--- config.mk ---
export PLATFORM = sky130hd
export DESIGN_NAME = alu_share_arbiter_flat
export DESIGN_NICKNAME = d
export VERILOG_FILES = /design/src/rtl/alu_share_arbiter_if.sv /design/src/rtl/alu_share_arbiter.sv /design/src/flat_wrapper.sv
export SDC_FILE = /design/constraint.sdc
export NUM_CORES = 1
export LEC_CHECK = 0
export CORE_MARGIN = 1.5
export CORE_UTILIZATION = 37
export DETAILED_ROUTE_END_ITERATION = 12
export PLACE_DENSITY_LB_ADDON = 0.3
export RECOVER_POWER = 50
export SYNTH_ARGS = -nofsm -noshare
export SYNTH_HDL_FRONTEND = slang
export SYNTH_SLANG_ARGS = --single-unit
--- constraint.sdc ---
create_clock -name clk -period 1.7 [get_ports clk]
set_input_delay 0.34 -clock clk [delete_from_list [all_inputs] [get_ports clk]]
set_output_delay 0.34 -clock clk [all_outputs]
set_load 0.005 [all_outputs]
--- src/rtl/alu_share_arbiter_if.sv ---
// Bundle of request, response and ALU-side signals for alu_share_arbiter.
// The slave modport is the arbiter's view; the master modport is the view of
// the environment (both requesters plus the shared combinational ALU).
interface alu_share_arbiter_if #(
  parameter int unsigned WIDTH = 32,
  parameter int unsigned OPW   = 4
);
  // requester 0 request channel
  logic             req0_valid;
  logic             req0_ready;
  logic [WIDTH-1:0] req0_a;
  logic [WIDTH-1:0] req0_b;
  logic [OPW-1:0]   req0_op;
  // requester 1 request channel
  logic             req1_valid;
  logic             req1_ready;
  logic [WIDTH-1:0] req1_a;
  logic [WIDTH-1:0] req1_b;
  logic [OPW-1:0]   req1_op;
  // response channels (data/zero shared by both)
  logic             resp0_valid;
  logic             resp0_ready;
  logic             resp1_valid;
  logic             resp1_ready;
  logic [WIDTH-1:0] resp_data;
  logic             resp_zero;
  // shared ALU
  logic [WIDTH-1:0] alu_a;
  logic [WIDTH-1:0] alu_b;
  logic [OPW-1:0]   alu_opcode;
  logic [WIDTH-1:0] alu_out;
  logic             alu_zero;
  // status
  logic             busy;

  modport slave (
    input  req0_valid, req0_a, req0_b, req0_op,
    output req0_ready,
    input  req1_valid, req1_a, req1_b, req1_op,
    output req1_ready,
    output resp0_valid, resp1_valid, resp_data, resp_zero,
    input  resp0_ready, resp1_ready,
    output alu_a, alu_b, alu_opcode,
    input  alu_out, alu_zero,
    output busy
  );

  modport master (
    output req0_valid, req0_a, req0_b, req0_op,
    input  req0_ready,
    output req1_valid, req1_a, req1_b, req1_op,
    input  req1_ready,
    input  resp0_valid, resp1_valid, resp_data, resp_zero,
    output resp0_ready, resp1_ready,
    input  alu_a, alu_b, alu_opcode,
    output alu_out, alu_zero,
    input  busy
  );
endinterface

--- src/rtl/alu_share_arbiter.sv ---
// Round-robin sharing of one combinational ALU between two requesters.
// One operation in flight: IDLE (arbitrate/accept) -> EXEC (ALU evaluates
// registered operands) -> RESP (hold result until the owner consumes it).
module alu_share_arbiter #(
  parameter int unsigned WIDTH = 32,
  parameter int unsigned OPW   = 4
) (
  input  logic                 clk,
  input  logic                 rst,
  alu_share_arbiter_if.slave   bus
);

  typedef enum logic [1:0] {
    IDLE = 2'd0,
    EXEC = 2'd1,
    RESP = 2'd2
  } state_e;

  state_e           state_q, state_d;
  logic             last_grant_q, last_grant_d;
  logic             owner_q, owner_d;
  logic [WIDTH-1:0] alu_a_q, alu_a_d;
  logic [WIDTH-1:0] alu_b_q, alu_b_d;
  logic [OPW-1:0]   alu_op_q, alu_op_d;
  logic [WIDTH-1:0] resp_data_q, resp_data_d;
  logic             resp_zero_q, resp_zero_d;

  logic             any_valid;
  logic             grant;
  logic             req0_ready;
  logic             req1_ready;
  logic             resp0_valid;
  logic             resp1_valid;
  logic             resp_fire;

  // Round-robin grant: a lone requester wins; on a tie the one not served last wins.
  always_comb begin
    any_valid = bus.req0_valid | bus.req1_valid;
    grant     = 1'b0;
    if (bus.req0_valid & bus.req1_valid) begin
      grant = ~last_grant_q;
    end else if (bus.req1_valid) begin
      grant = 1'b1;
    end
  end

  // Next-state, operand/result capture and handshake outputs.
  always_comb begin
    state_d      = state_q;
    last_grant_d = last_grant_q;
    owner_d      = owner_q;
    alu_a_d      = alu_a_q;
    alu_b_d      = alu_b_q;
    alu_op_d     = alu_op_q;
    resp_data_d  = resp_data_q;
    resp_zero_d  = resp_zero_q;
    req0_ready   = 1'b0;
    req1_ready   = 1'b0;
    resp0_valid  = 1'b0;
    resp1_valid  = 1'b0;
    resp_fire    = 1'b0;

    case (state_q)
      IDLE: begin
        req0_ready = bus.req0_valid & ~grant;
        req1_ready = bus.req1_valid & grant;
        if (any_valid) begin
          state_d      = EXEC;
          owner_d      = grant;
          last_grant_d = grant;
          if (grant) begin
            alu_a_d  = bus.req1_a;
            alu_b_d  = bus.req1_b;
            alu_op_d = bus.req1_op;
          end else begin
            alu_a_d  = bus.req0_a;
            alu_b_d  = bus.req0_b;
            alu_op_d = bus.req0_op;
          end
        end
      end

      EXEC: begin
        resp_data_d = bus.alu_out;
        resp_zero_d = bus.alu_zero;
        state_d     = RESP;
      end

      RESP: begin
        resp0_valid = ~owner_q;
        resp1_valid = owner_q;
        resp_fire   = owner_q ? bus.resp1_ready : bus.resp0_ready;
        if (resp_fire) begin
          state_d = IDLE;
        end
      end

      default: begin
        state_d = IDLE;
      end
    endcase
  end

  // State and datapath registers; reset also discards any operation in flight.
  always_ff @(posedge clk) begin
    if (rst) begin
      state_q      <= IDLE;
      last_grant_q <= 1'b1;
      owner_q      <= 1'b0;
      alu_a_q      <= '0;
      alu_b_q      <= '0;
      alu_op_q     <= '0;
      resp_data_q  <= '0;
      resp_zero_q  <= 1'b0;
    end else begin
      state_q      <= state_d;
      last_grant_q <= last_grant_d;
      owner_q      <= owner_d;
      alu_a_q      <= alu_a_d;
      alu_b_q      <= alu_b_d;
      alu_op_q     <= alu_op_d;
      resp_data_q  <= resp_data_d;
      resp_zero_q  <= resp_zero_d;
    end
  end

  assign bus.req0_ready  = req0_ready;
  assign bus.req1_ready  = req1_ready;
  assign bus.resp0_valid = resp0_valid;
  assign bus.resp1_valid = resp1_valid;
  assign bus.resp_data   = resp_data_q;
  assign bus.resp_zero   = resp_zero_q;
  assign bus.alu_a       = alu_a_q;
  assign bus.alu_b       = alu_b_q;
  assign bus.alu_opcode  = alu_op_q;
  assign bus.busy        = (state_q != IDLE);

endmodule
--- src/flat_wrapper.sv ---
// flat-port wrapper written by rule: the top's interface ports become plain ports
module alu_share_arbiter_flat 
#(
  parameter int unsigned WIDTH = 32,
  parameter int unsigned OPW   = 4
)
  (clk, rst, bus_req0_valid, bus_req0_a, bus_req0_b, bus_req0_op, bus_req0_ready, bus_req1_valid, bus_req1_a, bus_req1_b, bus_req1_op, bus_req1_ready, bus_resp0_valid, bus_resp1_valid, bus_resp_data, bus_resp_zero, bus_resp0_ready, bus_resp1_ready, bus_alu_a, bus_alu_b, bus_alu_opcode, bus_alu_out, bus_alu_zero, bus_busy);
  alu_share_arbiter_if #(.WIDTH(WIDTH), .OPW(OPW)) bus_i ();
  input  logic clk;
  input  logic rst;
  input wire logic [$bits(bus_i.req0_valid)-1:0] bus_req0_valid;
  input wire logic [$bits(bus_i.req0_a)-1:0] bus_req0_a;
  input wire logic [$bits(bus_i.req0_b)-1:0] bus_req0_b;
  input wire logic [$bits(bus_i.req0_op)-1:0] bus_req0_op;
  output wire logic [$bits(bus_i.req0_ready)-1:0] bus_req0_ready;
  input wire logic [$bits(bus_i.req1_valid)-1:0] bus_req1_valid;
  input wire logic [$bits(bus_i.req1_a)-1:0] bus_req1_a;
  input wire logic [$bits(bus_i.req1_b)-1:0] bus_req1_b;
  input wire logic [$bits(bus_i.req1_op)-1:0] bus_req1_op;
  output wire logic [$bits(bus_i.req1_ready)-1:0] bus_req1_ready;
  output wire logic [$bits(bus_i.resp0_valid)-1:0] bus_resp0_valid;
  output wire logic [$bits(bus_i.resp1_valid)-1:0] bus_resp1_valid;
  output wire logic [$bits(bus_i.resp_data)-1:0] bus_resp_data;
  output wire logic [$bits(bus_i.resp_zero)-1:0] bus_resp_zero;
  input wire logic [$bits(bus_i.resp0_ready)-1:0] bus_resp0_ready;
  input wire logic [$bits(bus_i.resp1_ready)-1:0] bus_resp1_ready;
  output wire logic [$bits(bus_i.alu_a)-1:0] bus_alu_a;
  output wire logic [$bits(bus_i.alu_b)-1:0] bus_alu_b;
  output wire logic [$bits(bus_i.alu_opcode)-1:0] bus_alu_opcode;
  input wire logic [$bits(bus_i.alu_out)-1:0] bus_alu_out;
  input wire logic [$bits(bus_i.alu_zero)-1:0] bus_alu_zero;
  output wire logic [$bits(bus_i.busy)-1:0] bus_busy;
  assign bus_i.req0_valid = bus_req0_valid;
  assign bus_i.req0_a = bus_req0_a;
  assign bus_i.req0_b = bus_req0_b;
  assign bus_i.req0_op = bus_req0_op;
  assign bus_req0_ready = bus_i.req0_ready;
  assign bus_i.req1_valid = bus_req1_valid;
  assign bus_i.req1_a = bus_req1_a;
  assign bus_i.req1_b = bus_req1_b;
  assign bus_i.req1_op = bus_req1_op;
  assign bus_req1_ready = bus_i.req1_ready;
  assign bus_resp0_valid = bus_i.resp0_valid;
  assign bus_resp1_valid = bus_i.resp1_valid;
  assign bus_resp_data = bus_i.resp_data;
  assign bus_resp_zero = bus_i.resp_zero;
  assign bus_i.resp0_ready = bus_resp0_ready;
  assign bus_i.resp1_ready = bus_resp1_ready;
  assign bus_alu_a = bus_i.alu_a;
  assign bus_alu_b = bus_i.alu_b;
  assign bus_alu_opcode = bus_i.alu_opcode;
  assign bus_i.alu_out = bus_alu_out;
  assign bus_i.alu_zero = bus_alu_zero;
  assign bus_busy = bus_i.busy;
  alu_share_arbiter #(.WIDTH(WIDTH), .OPW(OPW)) u_core (.clk(clk), .rst(rst), .bus(bus_i));
endmodule
# Yosys cells after proc, flatten, opt, wreduce, memory -nomap -nowiden
# Cells that the tools add are included.
[totals]
register_bits = 105
inputBits = 175
out_inout_bits = 106
word_cells = 36
[op_classes]
mux = 13
bitwise_logic = 7
reduce_logical = 4
n_eq_ne = 4
[ops]
columns = ["operator", "count"]
rows = [
  ["two-way mux 32 bit", 2],
  ["two-way mux 1 bit", 7],
  ["case mux 2 bit (3 select lines)", 1],
  ["two-way mux 2 bit", 2],
  ["two-way mux 4 bit", 1],
  ["inequality test 2 x 1 -> 1 bit, second input constant", 2],
  ["AND reduction 2 bit", 2],
  ["AND 1 bit", 3],
  ["inverter 1 bit", 3],
  ["== test 2 x 1 -> 1 bit, second input constant", 1],
  ["== test 2 bit, second input constant", 1],
  ["logical NOT 2 bit", 1],
  ["nonzero test 2 bit", 1],
  ["OR 1 bit", 1],
]

# Depth between registers and ports, before layout
[depth]
word_depth = 5
mapped_depth = 6
depth_no_buf = 4

# Worst setup path after synthesis
# No wires, ideal clock.
[synth_path]
kind = "input to register"
from = "input port bus_req1_valid"
to = "register u_core.alu_b_q[24] (netlist: u_core.bus.alu_b[24])"
slack_ps = 383
required_time_ps = 1559
setup_time_ps = 141
n_path_buf = 3
t_arrival_ps = 1176
cell_stages = 6
cell_sequence = "or2_1 buf_4 buf_6 buf_4 a21oi_1 a311oi_2"
[synth_between]
elab_chain_cells = 3
elab_cells_between_ends = 6
cone_classes = "3 x mux; 2 x bitwise; 1 x reduce/logical"
[synth_lines]
columns = ["element", "line", "rtl"]
rows = [
  ["start, declared", "flat_wrapper.sv:16", "input wire logic [$bits(bus_i.req1_valid)-1:0] bus_req1_valid;"],
  ["two-way mux 1 bit or AND 1 bit (tied branches)", "alu_share_arbiter.sv:42, alu_share_arbiter.sv:40", ""],
  ["two-way mux 1 bit", "alu_share_arbiter.sv:40", "if (bus.req0_valid & bus.req1_valid) begin"],
  ["two-way mux 32 bit", "alu_share_arbiter.sv:71", "if (grant) begin"],
  ["end signal, assigned", "alu_share_arbiter.sv:120", "alu_b_q <= alu_b_d;"],
  ["end, declared", "alu_share_arbiter.sv:23", "logic [WIDTH-1:0] alu_b_q, alu_b_d;"],
]
# Parallel ways exist; a longest one is shown, timed or not.
# A chain may end at the register's enable or synchronous reset.

# Final worst setup path
[layout_path]
from = "register u_core.state_q[1]"
to = "output port bus_busy"
[layout_between]
elab_chain_cells = 1
[layout_lines]
columns = ["element", "line", "rtl"]
rows = [
  ["start, declared", "alu_share_arbiter.sv:19", "state_e state_q, state_d;"],
  ["start signal, assigned", "alu_share_arbiter.sv:116", "state_q <= state_d;"],
  ["nonzero test 2 bit", "alu_share_arbiter.sv:136", "assign bus.busy = (state_q != IDLE);"],
  ["end, declared", "flat_wrapper.sv:32", "output wire logic [$bits(bus_i.busy)-1:0] bus_busy;"],
]
# No other way between the ends.

==> flow_summary.toml <==
[status]
status = "completed"

[detailed_routing]
drt_iter0_drc = 319
wl_um = 15700
ant_nets = 0
drc = 0
dr.pass1.iters = 4
avgRoutedWirePerCell_um = 16.1
num_vias = 5080
vias_per_cell = 5.22

[clock_tree]
clk_path_buf_depth = 2
path_clk_slew_ps = 70
worstSkewPairLatency_ps = 340
cts_htree_levels = 3
clock-sinks = 105
cts_made_buffers = 9
ctsHoldBuffers = 0
ctsRootBufferMaster = "clkbuf_16"
cts_tree = "done"

[synth]
yosysUniqueCellTypes = 26
synth_top_area_frac = 0.470
syn-num-nets = 731
syn_inst = 556
synth_area_per_cell_um2 = 8.05
syn_area_um2 = 4470
synth-seq-cells = 105
ys_seq_area_frac = 0.470
yosys-top-cells-area = "dfxtp_1 (47%), nand2_1 (17%), a311oi_1 (12%)"
synth_top_area_cell = "dfxtp_1"
ys_warn_count = 0

[finish]
final_core_util = 0.673
final_cells = 974
areaGrowthSynthToFinish_pct = 74.6
layout.nets = 1000
final_layout_size_suffix_gt1_frac = 0.0807
n_fill_cell = 963
design_area_um2 = 7810
multi_input_area_um2 = 2070
final-seq-area_um2 = 2110

[power_and_ir_drop]
p_total_mw = 6.84
power.density_nw_per_um2 = 876
p_leak_nw = 3.12
vdd_drop_max_mv = 0.489

[floorplanning]
die_w_um = 113
dieArea_um2 = 12800
core_um2 = 11600
die_h_um = 113
initial_core_util = 0.385
num_rows = 39
io_pins = 281

[placed_design]
dpl_cell_area_um2 = 7460
gp_congestion = 0.805
dpl_worst_slack_ps = -521
placedCellCount = 949
hpwlAfterDp_um = 11600
port_buffers = 280

[timing]
rsz0062_at_grt = "no"
setup_slack_ps = 61.9
setup_violations = 0
finalHoldWorstSlack_ps = 439
period_share = 0.964
hold_viol = 0
clock_skew_ps = 6.60
min_period_ps = 1640
worst_slew_margin_rel = 0.583
tightest_slew_ps = 626
fmax_mhz = 610
tns_ps = 0
finalMaxSlewViolations = 0

[min_path]
hold_path.class = "input pin to register"

[worst_setup_path]
cp_max_fo = 4
cp_data_required_time_ps = 1360
crit_arrival_ps = 1300
cp-start-kind = "register"
path_class = "register to output pin"
critical_path.endpoint_type = "output pin"

[global_route]
track_usage = 0.242
grt_pass1_vias = 5185
grt_max_degree = 65
antenna_found_initial = 0
grt-ovfl-total = 0
grt_pass1_wl_um = 24800

[job]
drv_cap = 0
timing repair:
action / 4_1_cts / 5_1_grt
resized for setup: 13 / 3
endpoints found under the setup margin: 69 / 47
pin swaps: 1 / 2
setup buffers: 6 / 3
logic make-up after synthesis:
family | synth area share
AO/OA/AOI/OAI | 0.269
buffers and inverters | 0.0702
flip-flops | 0.470
multiplexers | 0.00224
AND/OR/NAND/NOR | 0.189
worst max-delay path, cell delays in order (launching register included):
cell	delay (ps)
dfxtp_4	360
nor2_4	140
buf_4	130
inv_2	50
dlygate4sd2_1	280
layout make-up:
type / count / area share
Antenna cell: 1 / 0.000320
Multi-Input combinational cell: 392 / 0.265
Inverter: 2 / 0.000961
Timing Repair Buffer: 315 / 0.403
Tap cell: 143 / 0.0229
Sequential cell: 105 / 0.270
Clock inverter: 3 / 0.00513
Clock buffer: 13 / 0.0320
power by group:
part	switching, mW	internal [mW]	leakage (nW)	total, mW
combinational	0.819	1.11	2.11	1.93
sequential	0.142	2.73	0.869	2.87
clock	0.864	1.18	0.144	2.04
total	1.83	5.02	3.12	6.84
synthesized netlist by cell type:
cell type  count
or2_1          1
dfxtp_1      105
a21oi_1      103
a311oi_2       9
nor2_2         1
and3b_1        1
a221o_1        1
a21boi_2       1
clkbuf_1      15
nor3b_1        1
buf_4          6
nand2b_1       1
o21ai_0        1
a21bo_1        1
a311oi_1      59
inv_1          1
nor2_1         2
inv_2          1
mux2i_1        1
buf_6          4
nand3b_1       1
nand2_1      204
buf_2         32
nor2b_1        2
nor3_1         1
nor2_4         1
per-layer routing:
metal,track usage,routed length [um]
met4,0.0867,313
met2,0.446,8030
met1,0.268,6140
met3,0.0627,1230
met5,0,0
layout by cell type (no fill, tap or decap), types with 2 or more instances in the layout:
cell type,count
nor2_4,2
dfxtp_4,2
nor2_1,2
a21oi_1,103
clkdlybuf4s50_1,205
buf_12,8
clkbuf_1,5
dlygate4sd2_1,6
a311oi_2,9
buf_6,2
clkbuf_2,2
dfxtp_1,102
dlygate4sd3_1,67
buf_4,23
clkbuf_16,9
nand2_1,204
clkinv_2,2
a311oi_1,59
flip-flops by register name, summed over array words and instances, names as in the netlist:
signal	cells
u_core.state_q	2
u_core.bus.alu_a	32
u_core.bus.resp_data	32
u_core.owner_q	1
u_core.bus.resp_zero	1
u_core.bus.alu_b	32
u_core.bus.alu_opcode	4
u_core.last_grant_q	1
worst paths after layout:
kind,slack [ps],cells after the start,endpoint,start
hold / removal,440,2,u_core.bus.resp_data[30],rst
hold reg to reg,450,2,u_core.bus.resp_data[0],u_core.bus.resp_data[0]
setup / recovery,60,4,bus_busy,u_core.state_q[1]
setup reg to reg,130,5,u_core.bus.alu_b[14],u_core.last_grant_q
Note: power is estimated with default switching activity, not from simulation.
